===== config.mk =====
export PLATFORM = sky130hd
export DESIGN_NAME = suite_input_ctrl_flat
export DESIGN_NICKNAME = d
export VERILOG_FILES = /design/src/rtl/suite_pkg.sv /design/src/rtl/suite_input_ctrl_if.sv /design/src/rtl/btn_debounce.sv /design/src/rtl/suite_input_ctrl.sv /design/src/flat_wrapper.sv
export SDC_FILE = /design/constraint.sdc
export NUM_CORES = 1
export LEC_CHECK = 0
export CELL_PAD_IN_SITES_DETAIL_PLACEMENT = 0
export CELL_PAD_IN_SITES_GLOBAL_PLACEMENT = 1
export CORE_MARGIN = 2
export CORE_UTILIZATION = 45
export CTS_BUF_LIST = sky130_fd_sc_hd__clkbuf_16
export DETAILED_ROUTE_END_ITERATION = 16
export HOLD_SLACK_MARGIN = 0.02
export PLACE_DENSITY_LB_ADDON = 0.1
export SYNTH_ARGS = -nofsm -noshare
export SYNTH_HDL_FRONTEND = slang
export SYNTH_SLANG_ARGS = --single-unit

===== constraint.sdc =====
create_clock -name clk -period 3.2 [get_ports clk]
set_input_delay 0.48 -clock clk [delete_from_list [all_inputs] [get_ports clk]]
set_output_delay 0.48 -clock clk [all_outputs]
set_load 0.01 [all_outputs]

===== src/rtl/suite_pkg.sv =====
// Shared definitions for the test-suite input controller: joystick bit map,
// repeat-state encoding and the wrapping step helpers used on the pending settings.
package suite_pkg;

  localparam int JOY_R    = 0;
  localparam int JOY_L    = 1;
  localparam int JOY_D    = 2;
  localparam int JOY_U    = 3;
  localparam int JOY_A    = 4;
  localparam int JOY_B    = 5;
  localparam int JOY_BITS = 6;

  typedef enum logic [1:0] {
    IDLE,
    HOLD,
    REPEAT
  } rpt_state_t;

  // Wrapping is done with explicit compares so non-power-of-two ranges behave.
  function automatic logic [3:0] levelUp(input logic [3:0] lvl, input logic [3:0] maxLvl);
    levelUp = (lvl >= maxLvl) ? 4'd0 : lvl + 4'd1;
  endfunction

  function automatic logic [3:0] levelDown(input logic [3:0] lvl, input logic [3:0] maxLvl);
    levelDown = (lvl == 4'd0) ? maxLvl : lvl - 4'd1;
  endfunction

  function automatic logic [2:0] patUp(input logic [2:0] pat, input logic [2:0] maxPat);
    patUp = (pat >= maxPat) ? 3'd0 : pat + 3'd1;
  endfunction

  function automatic logic [2:0] patDown(input logic [2:0] pat, input logic [2:0] maxPat);
    patDown = (pat == 3'd0) ? maxPat : pat - 3'd1;
  endfunction

endpackage


===== src/rtl/suite_input_ctrl_if.sv =====
// Bundle between the joystick/OSD/timing sources and the suite renderer configuration.
interface suite_input_ctrl_if;

  logic [31:0] joy;
  logic        osd_active;
  logic        v_blank;
  logic [3:0]  layer_1_level;
  logic [2:0]  pattern_sel;
  logic        cfg_update;

  modport master (
    output joy,
    output osd_active,
    output v_blank,
    input  layer_1_level,
    input  pattern_sel,
    input  cfg_update
  );

  modport slave (
    input  joy,
    input  osd_active,
    input  v_blank,
    output layer_1_level,
    output pattern_sel,
    output cfg_update
  );

endinterface


===== src/rtl/btn_debounce.sv =====
// One joystick bit: 2-flop synchronizer, stability counter and a 1-cycle press pulse
// on the released-to-pressed transition of the debounced state.
module btn_debounce #(
  parameter logic [19:0] DEBOUNCE_CYCLES = 20'd50000
) (
  input  logic clk,
  input  logic reset,
  input  logic i_raw,
  output logic o_state,
  output logic o_press
);

  logic        r_sync1;
  logic        r_sync2;
  logic [19:0] r_cnt;
  logic        r_state;
  logic        r_press;

  // The counter only runs while the synchronized level disagrees with the debounced state.
  always_ff @(posedge clk) begin
    if (reset) begin
      r_sync1 <= 1'b0;
      r_sync2 <= 1'b0;
      r_cnt   <= 20'd0;
      r_state <= 1'b0;
      r_press <= 1'b0;
    end else begin
      r_sync1 <= i_raw;
      r_sync2 <= r_sync1;
      r_press <= 1'b0;
      if (r_sync2 == r_state) begin
        r_cnt <= 20'd0;
      end else if (r_cnt == DEBOUNCE_CYCLES - 20'd1) begin
        r_cnt   <= 20'd0;
        r_state <= ~r_state;
        r_press <= ~r_state;
      end else begin
        r_cnt <= r_cnt + 20'd1;
      end
    end
  end

  assign o_state = r_state;
  assign o_press = r_press;

endmodule


===== src/rtl/suite_input_ctrl.sv =====
// Joystick-driven configuration for the suite renderer: debounced events and A/B
// auto-repeat edit pending settings, which are committed on each vertical-blank rise.
module suite_input_ctrl
  import suite_pkg::*;
#(
  parameter logic [19:0] DEBOUNCE_CYCLES = 20'd50000,
  parameter logic [5:0]  REPEAT_DELAY    = 6'd30,
  parameter logic [5:0]  REPEAT_RATE     = 6'd6,
  parameter logic [3:0]  LEVEL_MAX       = 4'd10,
  parameter int          NUM_PATTERNS    = 8
) (
  input  logic          clk,
  input  logic          reset,
  suite_input_ctrl_if.slave bus
);

  localparam logic [2:0] PAT_MAX = 3'(NUM_PATTERNS - 1);

  logic [JOY_BITS-1:0] w_held;
  logic [JOY_BITS-1:0] w_press;

  for (genvar gi = 0; gi < JOY_BITS; gi++) begin : g_btn
    btn_debounce #(
      .DEBOUNCE_CYCLES(DEBOUNCE_CYCLES)
    ) u_btn (
      .clk    (clk),
      .reset  (reset),
      .i_raw  (bus.joy[gi]),
      .o_state(w_held[gi]),
      .o_press(w_press[gi])
    );
  end

  logic w_unusedBits;
  assign w_unusedBits = ^{bus.joy[31:JOY_BITS], w_press[JOY_D], w_held[JOY_U:JOY_R]};

  logic r_vbDly;
  logic w_tick;
  assign w_tick = bus.v_blank & ~r_vbDly;

  rpt_state_t r_rptState;
  rpt_state_t w_rptStateNext;
  logic [5:0] r_rptCnt;
  logic [5:0] w_rptCntNext;
  logic       r_rptKeyB;
  logic       w_rptKeyBNext;
  logic       w_rptEvt;
  logic       w_abort;

  // The held key is remembered so a hand-over from A to B is treated as a release.
  assign w_abort = bus.osd_active
                 | ~(w_held[JOY_A] ^ w_held[JOY_B])
                 | (w_held[JOY_B] != r_rptKeyB);

  always_ff @(posedge clk) begin
    if (reset) begin
      r_vbDly    <= 1'b0;
      r_rptState <= IDLE;
      r_rptCnt   <= 6'd0;
      r_rptKeyB  <= 1'b0;
    end else begin
      r_vbDly    <= bus.v_blank;
      r_rptState <= w_rptStateNext;
      r_rptCnt   <= w_rptCntNext;
      r_rptKeyB  <= w_rptKeyBNext;
    end
  end

  always_comb begin
    w_rptStateNext = r_rptState;
    w_rptCntNext   = r_rptCnt;
    w_rptKeyBNext  = r_rptKeyB;
    w_rptEvt       = 1'b0;
    unique case (r_rptState)
      IDLE: begin
        if (!bus.osd_active && (w_press[JOY_A] || w_press[JOY_B])
            && (w_held[JOY_A] ^ w_held[JOY_B])) begin
          w_rptStateNext = HOLD;
          w_rptCntNext   = 6'd0;
          w_rptKeyBNext  = w_held[JOY_B];
        end
      end
      HOLD: begin
        if (w_abort) begin
          w_rptStateNext = IDLE;
          w_rptCntNext   = 6'd0;
        end else if (w_tick) begin
          if (r_rptCnt + 6'd1 == REPEAT_DELAY) begin
            w_rptEvt       = 1'b1;
            w_rptStateNext = REPEAT;
            w_rptCntNext   = 6'd0;
          end else begin
            w_rptCntNext = r_rptCnt + 6'd1;
          end
        end
      end
      REPEAT: begin
        if (w_abort) begin
          w_rptStateNext = IDLE;
          w_rptCntNext   = 6'd0;
        end else if (w_tick) begin
          if (r_rptCnt + 6'd1 == REPEAT_RATE) begin
            w_rptEvt     = 1'b1;
            w_rptCntNext = 6'd0;
          end else begin
            w_rptCntNext = r_rptCnt + 6'd1;
          end
        end
      end
      default: begin
        w_rptStateNext = IDLE;
        w_rptCntNext   = 6'd0;
      end
    endcase
  end

  logic w_evA;
  logic w_evB;
  logic w_evR;
  logic w_evL;
  logic w_evU;

  assign w_evA = ~bus.osd_active & (w_press[JOY_A] | (w_rptEvt & ~r_rptKeyB));
  assign w_evB = ~bus.osd_active & (w_press[JOY_B] | (w_rptEvt &  r_rptKeyB));
  assign w_evR = ~bus.osd_active & w_press[JOY_R];
  assign w_evL = ~bus.osd_active & w_press[JOY_L];
  assign w_evU = ~bus.osd_active & w_press[JOY_U];

  logic [3:0] r_pendLevel;
  logic [2:0] r_pendPat;

  // U wins outright; opposing keys in the same cycle cancel each other.
  always_ff @(posedge clk) begin
    if (reset) begin
      r_pendLevel <= LEVEL_MAX;
      r_pendPat   <= 3'd0;
    end else if (w_evU) begin
      r_pendLevel <= LEVEL_MAX;
      r_pendPat   <= 3'd0;
    end else begin
      if (w_evA && !w_evB) begin
        r_pendLevel <= levelUp(r_pendLevel, LEVEL_MAX);
      end else if (w_evB && !w_evA) begin
        r_pendLevel <= levelDown(r_pendLevel, LEVEL_MAX);
      end
      if (w_evR && !w_evL) begin
        r_pendPat <= patUp(r_pendPat, PAT_MAX);
      end else if (w_evL && !w_evR) begin
        r_pendPat <= patDown(r_pendPat, PAT_MAX);
      end
    end
  end

  logic [3:0] r_level;
  logic [2:0] r_pattern;
  logic       r_cfgUpdate;

  // Commit samples the pending values from before any same-cycle event.
  always_ff @(posedge clk) begin
    if (reset) begin
      r_level     <= LEVEL_MAX;
      r_pattern   <= 3'd0;
      r_cfgUpdate <= 1'b0;
    end else begin
      r_cfgUpdate <= 1'b0;
      if (w_tick) begin
        r_level     <= r_pendLevel;
        r_pattern   <= r_pendPat;
        r_cfgUpdate <= (r_pendLevel != r_level) || (r_pendPat != r_pattern);
      end
    end
  end

  assign bus.layer_1_level = r_level;
  assign bus.pattern_sel   = r_pattern;
  assign bus.cfg_update    = r_cfgUpdate;

endmodule

===== src/flat_wrapper.sv =====
// flat-port wrapper written by rule: the top's interface ports become plain ports
module suite_input_ctrl_flat import suite_pkg::*;
#(
  parameter logic [19:0] DEBOUNCE_CYCLES = 20'd50000,
  parameter logic [5:0]  REPEAT_DELAY    = 6'd30,
  parameter logic [5:0]  REPEAT_RATE     = 6'd6,
  parameter logic [3:0]  LEVEL_MAX       = 4'd10,
  parameter int          NUM_PATTERNS    = 8
)
  (clk, reset, bus_joy, bus_osd_active, bus_v_blank, bus_layer_1_level, bus_pattern_sel, bus_cfg_update);
  suite_input_ctrl_if bus_i ();
  input  logic clk;
  input  logic reset;
  input wire logic [$bits(bus_i.joy)-1:0] bus_joy;
  input wire logic [$bits(bus_i.osd_active)-1:0] bus_osd_active;
  input wire logic [$bits(bus_i.v_blank)-1:0] bus_v_blank;
  output wire logic [$bits(bus_i.layer_1_level)-1:0] bus_layer_1_level;
  output wire logic [$bits(bus_i.pattern_sel)-1:0] bus_pattern_sel;
  output wire logic [$bits(bus_i.cfg_update)-1:0] bus_cfg_update;
  assign bus_i.joy = bus_joy;
  assign bus_i.osd_active = bus_osd_active;
  assign bus_i.v_blank = bus_v_blank;
  assign bus_layer_1_level = bus_i.layer_1_level;
  assign bus_pattern_sel = bus_i.pattern_sel;
  assign bus_cfg_update = bus_i.cfg_update;
  suite_input_ctrl #(.DEBOUNCE_CYCLES(DEBOUNCE_CYCLES), .REPEAT_DELAY(REPEAT_DELAY), .REPEAT_RATE(REPEAT_RATE), .LEVEL_MAX(LEVEL_MAX), .NUM_PATTERNS(NUM_PATTERNS)) u_core (.clk(clk), .reset(reset), .bus(bus_i));
endmodule

==> impl_metrics.py <==
metrics = {
    "worst_setup_path": {
        "arrival_ns": 3.08,
        "crit_path_end_kind": "flop",
        "critPathLaunchType": "flop",
        "crit_type": "flop to flop",
        "required_ns": 3.54,
        "crit_path_max_fanout": 8,
    },
    "hold_path": {
        "hp-class": "flop to flop",
    },
    "placed_design": {
        "numPortBuffers": 16,
        "gp_congestion": 0.8215,
        "dp_hpwl_um": 8951,
        "dp.cells": 948,
    },
    "run_status": {
        "status": "completed",
    },
    "finish": {
        "final_cell_mix": "dfxtp_1, nor2_1, xor2_1",
        "area_delta_synth_final_pct": 13.71,
        "n_fill_cell": 1341,
        "layout_commonest_cell": "dfxtp_1",
        "final_cells": 980,
        "antenna_cells": 0,
        "drive_gt1_share_pct": 6.407,
        "final_nets": 838,
    },
    "timing": {
        "hold_viol": 0,
        "setup_viol": 0,
        "relSlewSlack_pct": 47.82,
        "fmax_mhz": 365.3,
        "period_share_pct": 85.54,
        "slew_viol_final": 0,
        "min_period_ns": 2.737,
        "skew_ns": 0.01252,
        "rsz0062_at_grt": "no",
        "tightest_slew_ns": 0.7805,
        "final.setup.tns_ns": 0,
    },
    "clocking": {
        "clkSlewWorstSetupHoldPaths_ns": 0.06,
        "clkSinkCount": 145,
        "tritoncts": "yes",
        "clock_latency_ns": 0.42,
        "clock_path_buffers": 2,
        "htreeDepth": 4,
        "numCtsBuffers": 17,
        "cts-hold-fix-buffers": 0,
        "cts-root-buf": "clkbuf_16",
    },
    "detailed_routing": {
        "via_per_inst": 5.281,
        "drtAntennaViolNets": 0,
        "routed_wl_um": 12890,
        "route.vias.total": 5175,
        "drc": 0,
        "first_pass_iters": 4,
        "routedWlPerCell_um": 13.15,
        "drt_iter0_markers": 242,
    },
    "floorplan": {
        "row_count": 44,
        "die_w_um": 126.2,
        "initial_utilization_pct": 46.20,
        "io_pins": 44,
        "core_area_sq_mm": 0.01453,
        "die_area_sq_mm": 0.01592,
        "die_h_um": 126.2,
    },
    "power": {
        "ir_drop_mv": 0.4091,
        "p_leak_nw": 2.702,
        "power.density_mw_per_mm2": 523.5,
        "p_sw_share_pct": 19.79,
        "seqPwrFrac_pct": 45.6,
        "switchingPower_mw": 0.7910,
        "finalPower_mw": 3.998,
        "combPwrFrac_pct": 1.6,
        "clkPwrFrac_pct": 52.8,
        "p_int_mw": 3.207,
    },
    "global_routing": {
        "grt_pass1_vias": 4974,
        "antenna_found_initial": 0,
        "grtUsageTotal_pct": 17.13,
        "grt_max_degree": 29,
        "grt_pass1_wl_um": 22620,
        "grt_overflow_total": 0,
    },
    "yosys": {
        "ys_ff_latch": 145,
        "synth_mux_area_share_pct": 0.8944,
        "yosysTopAreaCell": "dfxtp_1",
        "syn_area_sq_mm": 0.006715,
        "ys_types": 61,
        "synth_simple_gate_area_share_pct": 28.54,
        "ys_seq_area_share_pct": 43.23,
        "synthFlopType": "dfxtp_1",
        "yosys.area.top_type_share_pct": 43.23,
        "yosys.area_share.adder_pct": 3.540,
        "synth_nets": 824,
        "avgSynthCellArea_sq_um": 8.732,
        "ys_warn_count": 0,
        "synth_xor_area_share_pct": 13.43,
        "synth_top_family_by_area": "simple AND/OR/NAND/NOR gates",
        "synth_edf_count": 0,
        "async_reset_ff_share_pct": 0,
        "syn_inst": 769,
        "synth_compound_area_share_pct": 7.397,
        "synthTopCellsByArea": "dfxtp_1, xor2_1, nor2_1, xnor2_1, nand3_1",
    },
    "flow_run": {
        "cap_viol_max_count": 0,
    },
}
## power groups by stage
stage | combinational (mW) | clock (mW) | sequential, mW
final | 0.0656 | 2.11 | 1.82
after global routing | 0.0722 | 2.24 | 1.82
after CTS | 0.0670 | 2.16 | 1.82
after detailed placement | 0.0668 | 0 | 1.86
after global placement | 0.0662 | 0 | 1.86
after floorplan | 0.0373 | 0 | 1.86
## Yosys cell counts, types with 3 or more instances
cell and instances:
a21oi_1 26, a31oi_1 6, and2_1 9, and3_1 22
and4_1 3, buf_2 9, buf_4 3, clkbuf_1 12
dfxtp_1 145, ha_1 19, inv_1 17, mux2i_1 6
nand2_1 58, nand2b_1 4, nand3_1 48, nand3b_1 4
nand4_1 23, nor2_1 131, nor2b_1 16, nor3_1 12
nor3b_1 5, nor4_1 10, nor4b_1 8, o211ai_1 4
o21ai_0 16, o21ai_1 3, or3_1 4, or4_1 3
xnor2_1 38, xor2_1 65
## critical path, stage by stage (launching register included)
cell and delay [ns]:
dfxtp_1 0.45, ha_2 0.32, a21boi_0 0.14, o221ai_2 0.26, a21boi_0 0.13, o2111a_1 0.26, a21o_1 0.17, nand2_1 0.06
ha_1 0.29, nand2_1 0.15, nor3b_1 0.22, o21bai_1 0.08, a21oi_1 0.13
## metrics by stage
stage	utilization (%)	hold slack, ns	instance area, sq um	setup slack, ns
2_1_floorplan	-	0.4132	6715	0.7380
5_1_grt	52.54	0.4567	7636	0.1128
3_5_place_dp	48.18	0.4231	7003	0.2440
4_1_cts	52.48	0.4374	7627	0.3386
6_report	52.54	0.4346	7636	0.4628
3_3_place_gp	48.18	0.4172	7003	0.3006
## final timing paths
path / startpoint / endpoint / slack [ns] / cells after the start
min reg2reg: u_core.g_btn[0].u_btn.r_sync1 / u_core.g_btn[0].u_btn.r_sync2 / 0.43 / 1
max reg2reg: u_core.r_rptCnt[0] / u_core.r_pendLevel[2] / 0.46 / 12
max: u_core.r_rptCnt[0] / u_core.r_pendLevel[2] / 0.46 / 12
min: u_core.g_btn[0].u_btn.r_sync1 / u_core.g_btn[0].u_btn.r_sync2 / 0.43 / 1
## cell type report
class	count	area, sq um	share of cell area [%]
Clock buffer	17	425.4	5.571
Clock inverter	15	198.9	2.605
Inverter	17	63.81	0.8357
Multi-Input combinational cell	581	3622	47.44
Sequential cell	145	2903	38.01
Tap cell	184	230.2	3.015
Timing Repair Buffer	21	192.7	2.523
## cells by family after synthesis
family,Yosys count
fa+ha+maj,19
xor+xnor,103
buf+inv,43
flops,145
mux,6
simple gates,375
compound gates,78
## repair_timing
action                                  4_1_cts  5_1_grt
buffers inserted                              0        0
endpoints found under the setup margin        0        1
gates resized for setup                       0        2
## flip-flops by register name, indices dropped and copies added (netlist names), 2 cells and up
register	cells
u_core.g_btn.u_btn.r_cnt	100
u_core.r_rptCnt	6
u_core.g_btn.u_btn.o_press	5
u_core.g_btn.u_btn.o_state	5
u_core.g_btn.u_btn.r_sync1	5
u_core.g_btn.u_btn.r_sync2	5
u_core.bus.layer_1_level	4
u_core.r_pendLevel	4
u_core.bus.pattern_sel	3
u_core.r_pendPat	3
u_core.r_rptState	2
## layer usage
metal | GRT usage (%) | vias to the layer above | wire (um)
li1 | - | 2658 | -
met1 | 22.09 | 2432 | 6403
met2 | 27.39 | 64 | 5864
met3 | 5.183 | 21 | 412
met4 | 5.882 | 0 | 208
met5 | 0 | - | 0
Note: power is estimated with default switching activity, not from simulation.
